File: config.mk
export PLATFORM = sky130hd
export DESIGN_NAME = vga_timing_gen
export DESIGN_NICKNAME = d
export VERILOG_FILES = /design/src/rtl/vga_timing_gen.sv
export SDC_FILE = /design/constraint.sdc
export NUM_CORES = 1
export LEC_CHECK = 0
export CORE_MARGIN = 3
export CORE_UTILIZATION = 49
export DETAILED_ROUTE_END_ITERATION = 12
export PLACE_DENSITY = 0.87
export SLEW_MARGIN = 25
export SYNTH_ARGS = -nofsm -noshare
export SYNTH_HDL_FRONTEND = slang
export SYNTH_SLANG_ARGS = --single-unit
File: constraint.sdc
create_clock -name clk -period 1.6 [get_ports clk]
set_input_delay 0.32 -clock clk [delete_from_list [all_inputs] [get_ports clk]]
set_output_delay 0.32 -clock clk [all_outputs]
set_load 0.01 [all_outputs]
File: src/rtl/vga_timing_gen.sv
// Parametrised VGA-style sync generator: hsync/vsync, active-video, pixel coordinates, line/frame strobes.
// Optional 16-bit frame counter output enabled by defining VGA_TIMING_FRAME_COUNT_EN.
module vga_timing_gen #(
  parameter int H_ACTIVE  = 640,
  parameter int H_FP      = 24,
  parameter int H_SYNC    = 40,
  parameter int H_BP      = 128,
  parameter int V_ACTIVE  = 480,
  parameter int V_FP      = 9,
  parameter int V_SYNC    = 3,
  parameter int V_BP      = 28,
  parameter bit HSYNC_POL = 1'b0,
  parameter bit VSYNC_POL = 1'b0,
  parameter int H_W       = 10,
  parameter int V_W       = 10
) (
  input  logic           clk,
  input  logic           reset_n,
  input  logic           px_en,
  output logic           hsync,
  output logic           vsync,
  output logic           activevideo,
  output logic [H_W-1:0] x_px,
  output logic [V_W-1:0] y_px,
`ifdef VGA_TIMING_FRAME_COUNT_EN
  output logic [15:0]    frame_cnt,
`endif
  output logic           line_start,
  output logic           frame_start
);

  localparam int H_TOTAL = H_ACTIVE + H_FP + H_SYNC + H_BP;
  localparam int V_TOTAL = V_ACTIVE + V_FP + V_SYNC + V_BP;

  localparam logic [H_W-1:0] H_ACT_END    = H_W'(H_ACTIVE);
  localparam logic [H_W-1:0] H_SYNC_START = H_W'(H_ACTIVE + H_FP);
  localparam logic [H_W-1:0] H_SYNC_END   = H_W'(H_ACTIVE + H_FP + H_SYNC);
  localparam logic [H_W-1:0] H_LAST       = H_W'(H_TOTAL - 1);
  localparam logic [V_W-1:0] V_ACT_END    = V_W'(V_ACTIVE);
  localparam logic [V_W-1:0] V_SYNC_START = V_W'(V_ACTIVE + V_FP);
  localparam logic [V_W-1:0] V_SYNC_END   = V_W'(V_ACTIVE + V_FP + V_SYNC);
  localparam logic [V_W-1:0] V_LAST       = V_W'(V_TOTAL - 1);

  logic [H_W-1:0] hc_q, hc_d;
  logic [V_W-1:0] vc_q, vc_d;
  logic [H_W-1:0] x_px_q, x_px_d;
  logic [V_W-1:0] y_px_q, y_px_d;
  logic           hsync_q, hsync_d;
  logic           vsync_q, vsync_d;
  logic           activevideo_q, activevideo_d;
  logic           line_start_q, line_start_d;
  logic           frame_start_q, frame_start_d;

  // Each px_en edge presents the decode of the pre-increment counters,
  // giving one pixel step of latency between counter and outputs.
  always_comb begin
    // NOTE: every signal gets a default before any branch so no latch is inferred.
    hc_d          = hc_q;
    vc_d          = vc_q;
    x_px_d        = x_px_q;
    y_px_d        = y_px_q;
    hsync_d       = hsync_q;
    vsync_d       = vsync_q;
    activevideo_d = activevideo_q;
    line_start_d  = 1'b0;
    frame_start_d = 1'b0;
    if (px_en) begin
      x_px_d        = hc_q;
      y_px_d        = vc_q;
      hsync_d       = (hc_q >= H_SYNC_START && hc_q < H_SYNC_END) ? HSYNC_POL : ~HSYNC_POL;
      vsync_d       = (vc_q >= V_SYNC_START && vc_q < V_SYNC_END) ? VSYNC_POL : ~VSYNC_POL;
      activevideo_d = (hc_q < H_ACT_END) && (vc_q < V_ACT_END);
      line_start_d  = (hc_q == '0);
      frame_start_d = (hc_q == '0) && (vc_q == '0);
      if (hc_q == H_LAST) begin
        hc_d = '0;
        vc_d = (vc_q == V_LAST) ? '0 : vc_q + 1'b1;
      end else begin
        hc_d = hc_q + 1'b1;
      end
    end
  end

  always_ff @(posedge clk or negedge reset_n) begin
    if (!reset_n) begin
      hc_q          <= '0;
      vc_q          <= '0;
      x_px_q        <= '0;
      y_px_q        <= '0;
      hsync_q       <= ~HSYNC_POL;
      vsync_q       <= ~VSYNC_POL;
      activevideo_q <= 1'b0;
      line_start_q  <= 1'b0;
      frame_start_q <= 1'b0;
    end else begin
      // NOTE: non-blocking assignments keep all flops updating from the same pre-edge values.
      hc_q          <= hc_d;
      vc_q          <= vc_d;
      x_px_q        <= x_px_d;
      y_px_q        <= y_px_d;
      hsync_q       <= hsync_d;
      vsync_q       <= vsync_d;
      activevideo_q <= activevideo_d;
      line_start_q  <= line_start_d;
      frame_start_q <= frame_start_d;
    end
  end

  assign hsync       = hsync_q;
  assign vsync       = vsync_q;
  assign activevideo = activevideo_q;
  assign x_px        = x_px_q;
  assign y_px        = y_px_q;
  assign line_start  = line_start_q;
  assign frame_start = frame_start_q;

`ifdef VGA_TIMING_FRAME_COUNT_EN
  logic [15:0] frame_cnt_q, frame_cnt_d;

  // Counts on the same edge that raises frame_start; wraps naturally at 16 bits.
  always_comb begin
    frame_cnt_d = frame_cnt_q;
    if (frame_start_d) frame_cnt_d = frame_cnt_q + 16'd1;
  end

  always_ff @(posedge clk or negedge reset_n) begin
    if (!reset_n) frame_cnt_q <= '0;
    else          frame_cnt_q <= frame_cnt_d;
  end

  assign frame_cnt = frame_cnt_q;
`endif

endmodule

## Word-level counts from Yosys, hierarchy flattened

Index checks and enable logic that the tools add are counted.

- Register bits: 45
- Input port bits: 3
- Output and inout port bits: 25
- Logic and storage cells: 32

- $add $sub $neg: 2
- $lt $le $gt $ge: 6
- Eq/ne operators: 2
- Multiplexer cells: 6
- Reductions and logical operators: 7

Operators by type and width:

| operator | number |
|---|---|
| $add 10x1->10 const B | 2 |
| $eq 10x10->1 const B | 2 |
| $logic_not 10->1 | 2 |
| $lt 10x10->1 const B | 2 |
| $lt 10x9->1 const B | 2 |
| $mux 10 | 2 |
| $ge 10x10->1 const B | 1 |
| $ge 10x9->1 const B | 1 |
| $logic_and 1x1->1 | 4 |
| $mux 1 | 4 |
| $reduce_and 2->1 | 1 |

## Longest topological paths before layout

- Depth in word-level cells: 3
- Depth in mapped cells: 6
- Depth with buffers taken out: 5

## Least setup slack after synthesis

OpenSTA, ideal clock, no wires.

- Path type: register -> register
- Start point: register vc_q[6]
- End point: register vc_q[0]
- Arrival time: 1.575 ns
- Required time: 1.478 ns
- Path slack: -0.098 ns
- Stages on the path, launching flop included: 5
- Cell sequence: dfrtp_1 or4_4 or4_4 nand3_1 o21ai_1

- Word-level cells in the longest chain between the ends: 2

Ends and longest elaborated chain:

| what | RTL line | RTL |
|---|---|---|
| from (decl) | 45 | `logic [V_W-1:0] vc_q, vc_d;` |
| from (signal assigned) | 98 | `vc_q <= vc_d;` |
| $eq 10x10->1 | 77 | `vc_d = (vc_q == V_LAST) ? '0 : vc_q + 1'b1;` |
| $mux 10 | 77 |  |

No other way between the ends.
A chain may end at the register's enable or synchronous reset.

## Final worst setup path

Same ends and word-level chain as after synthesis.

==> flow_metrics.py <==
metrics = {
    "timing": {
        "fin_ws_ps": -29.00,
        "rsz0062_at_grt": "true",
        "setup_viol": 2,
        "maxSlewHeadroom": 0.7554,
        "layout_min_cycle_time_ps": 1629,
        "tightest_slew_ps": 366.9,
        "maxSlewViolCount": 0,
        "fmax_ghz": 0.6139,
        "finClkSkew_ps": 8.827,
        "hold_viol_final": 0,
        "fin_crit_sh": 1.018,
    },
    "cells_and_area": {
        "multiInputGateArea_um2": 920.9,
        "utilization": 0.7188,
        "synthToLayoutAreaGrowth_pct": 34.34,
        "drive_above_1_share": 0.3149,
        "layout_common_cells": "43 x dfrtp_1, 30 x buf_4, 24 x clkdlybuf4s50_1",
        "layout_commonest_cell": "dfrtp_1",
        "seq_area_mm2": 0.001129,
        "fillerInstances": 267,
        "diodes": 0,
        "layout.nets": 243,
    },
    "worst_setup_path": {
        "path_class": "reg2reg",
        "endpoint_kind": "register",
        "cpMostUsedCell": "or4_4",
        "crit_path_start_kind": "register",
        "worstPathRequired_ps": 1790,
        "crit_family": "simple AND/OR/NAND/NOR gates",
        "worst_path_max_delay_cell": "or4_4",
        "cp_max_fo": 3,
        "cp_cell_sequence": "or4_4, or4_4, nand3_2, o21ai_1",
        "cp_slowest_stage_delay_ps": 560,
        "cp.buffers_inverters": 0,
        "crit_arrival_ps": 1820,
    },
    "synth": {
        "synth_cell_types": 39,
        "synth_area_mm2": 0.002062,
        "yosysSeqAreaShare": 0.5473,
        "syn-instance-count": 177,
        "synthesis.nets": 186,
        "ys_warn_count": 0,
        "ys_ff_latch": 45,
        "syn_avg_cell_area_um2": 11.65,
    },
    "routing": {
        "drc": 0,
        "dr.first_iter.drc_count": 72,
        "dr_wl_met2_um": 2269,
        "final_antenna_net_count": 0,
        "vias": 1586,
        "dr.pass1.iters": 4,
        "routed_wl_um": 4475,
        "route.met3.wl_um": 173,
        "drt-met1-wl_um": 1950,
        "detail_route.wl_per_cell_um": 15.81,
        "avgViaCountPerCell": 5.604,
        "highest_layer": "met4",
    },
    "place": {
        "gp_congestion": 0.8543,
        "port_buffers": 27,
        "dp_hpwl_um": 3039,
        "place_ws_ps": -269.1,
    },
    "outcome": {
        "violations": "setup timing",
        "status": "finished, violations left",
    },
    "clock_tree": {
        "path_clk_slew_ps": 80,
        "worstSkewPairLatency_ps": 300,
        "cts.sinks": 45,
        "numCtsBuffers": 5,
        "cts_tree": "done",
        "cts_max_level": 2,
        "clock-root-buffer": "clkbuf_8",
        "clock_path_buffers": 2,
    },
    "floorplan": {
        "rows": 22,
        "start_util": 0.5351,
        "coreArea_mm2": 0.003854,
        "die-area_mm2": 0.005023,
        "dieHeight_um": 70.87,
        "io_pins": 28,
        "die_w_um": 70.87,
    },
    "power": {
        "p_leak_nw": 1.259,
        "ir_drop_uv": 1084,
        "power_density_mw_per_mm2": 986.2,
    },
    "worst_hold_path": {
        "min-delay-path-class": "reg2reg",
    },
    "grt": {
        "grt_usage": 0.1897,
        "grt_max_degree": 46,
        "grt_pass1_wl_um": 7590,
        "antenna_found_initial": 0,
        "overflow": 0,
        "grt_pass1_vias": 1623,
    },
    "run": {
        "maxCapViolCount": 0,
    },
}
-- area by class of cell --
cell class                 instances  share of cell area
timing repair buffer              60              0.1911
sequential                        45              0.4074
multi-input combinational        111              0.3324
tap                               48             0.02168
clock buffer                       8             0.03252
inverter                          11             0.01491
-- tightest hold or removal path, stage by stage (launching register included) --
cell and delay, ps:
dfstp_2 370, nor2_1 80, a31oi_1 50
-- kinds of logic (layout without fill, tap and decap cells) --
group	after synthesis	count (layout)	synth area share
and+or+nand+nor	53	53	0.1578
AOI/OAI and AO/OA	21	21	0.06068
xor gates and xnor gates	10	10	0.04247
muxes	21	21	0.1141
DFF	45	45	0.5473
adders and majority gates	6	6	0.03641
buffers and inverters	21	79	0.04127
-- state kept, by name, indices dropped and copies added, names as in the netlist --
name / count
x_px: 10
y_px: 10
vsync: 1
hsync: 1
line_start: 1
frame_start: 1
hc_q: 10
vc_q: 10
activevideo: 1
-- power by group --
| group | total, mW | internal (mW) | switching [mW] |
|---|---|---|---|
| clock network | 0.717 | 0.352 | 0.365 |
| registers | 1.36 | 1.26 | 0.101 |
| logic | 0.652 | 0.342 | 0.311 |
| total | 2.73 | 1.96 | 0.777 |
-- metrics by stage --
step                setup TNS (ps)  cell area, um^2  instances  hold slack (ps)  total power, mW
finish                      -57.90             2770        283            501.1            2.732
global placement             -2969             2605        273            314.8            1.957
CTS                         -45.15             2739        283            505.4            2.706
global route                -368.1             2770        283            523.1            2.867
detailed placement           -3903             2605        273            315.2            1.984
floorplan                   -93.92             2078        177            24.41            1.650
-- synthesized netlist by cell type, drive strengths merged --
| master | count | area [um^2] |
|---|---|---|
| dfrtp | 43 | 1076 |
| mux2 | 20 | 225.2 |
| inv | 11 | 41.29 |
| nand2 | 9 | 33.78 |
| nand4 | 8 | 56.30 |
| o21ai | 8 | 40.04 |
| clkbuf | 7 | 26.28 |
| ha | 6 | 75.07 |
| nand3 | 6 | 30.03 |
| nor2 | 6 | 22.52 |
| nor3 | 6 | 35.03 |
| xnor2 | 6 | 52.55 |
| nor4 | 5 | 37.53 |
| a21oi | 4 | 20.02 |
| xor2 | 4 | 35.03 |
| a31oi | 3 | 18.77 |
| buf | 3 | 17.52 |
| or4 | 3 | 30.03 |
| a21o | 2 | 15.01 |
| and4 | 2 | 17.52 |
| dfstp | 2 | 52.55 |
| nand3b | 2 | 15.01 |
| and3 | 1 | 6.260 |
| mux2i | 1 | 10.01 |
| nand4b | 1 | 8.760 |
| nand4bb | 1 | 11.26 |
| nor2b | 1 | 6.260 |
| nor4b | 1 | 8.760 |
| o22a | 1 | 8.760 |
| o22ai | 1 | 6.260 |
| o311ai | 1 | 8.760 |
| o31ai | 1 | 7.510 |
| or3 | 1 | 6.260 |
-- repair_timing --
item | 4_1_cts | 5_1_grt
hold endpoints to repair | 7 | 0
setup buffers | 1 | 0
endpoints found under the setup margin | 8 | 9
resized for setup | 6 | 6
hold buffers | 1 | 0
pin swaps | 2 | 3
-- metal layers --
layer / vias to the layer above / global-route usage
li1: 750 / -
met1: 790 / 0.2465
met2: 36 / 0.3172
met3: 10 / 0.03409
met4: 0 / 0.07098
met5: - / 0
-- worst paths after layout --
check	start	end	slack, ps	cells past startpoint
worst max-delay path	vc_q[6]	vc_q[0]	-30	4
worst min-delay path	vsync	vsync	500	2
worst max register to register	vc_q[6]	vc_q[0]	-30	4
worst min register to register	vsync	vsync	500	2
max in group asynchronous	reset_n	vsync	820	3
min in group asynchronous	reset_n	y_px[4]	510	3
(Power assumes the default switching activity.)
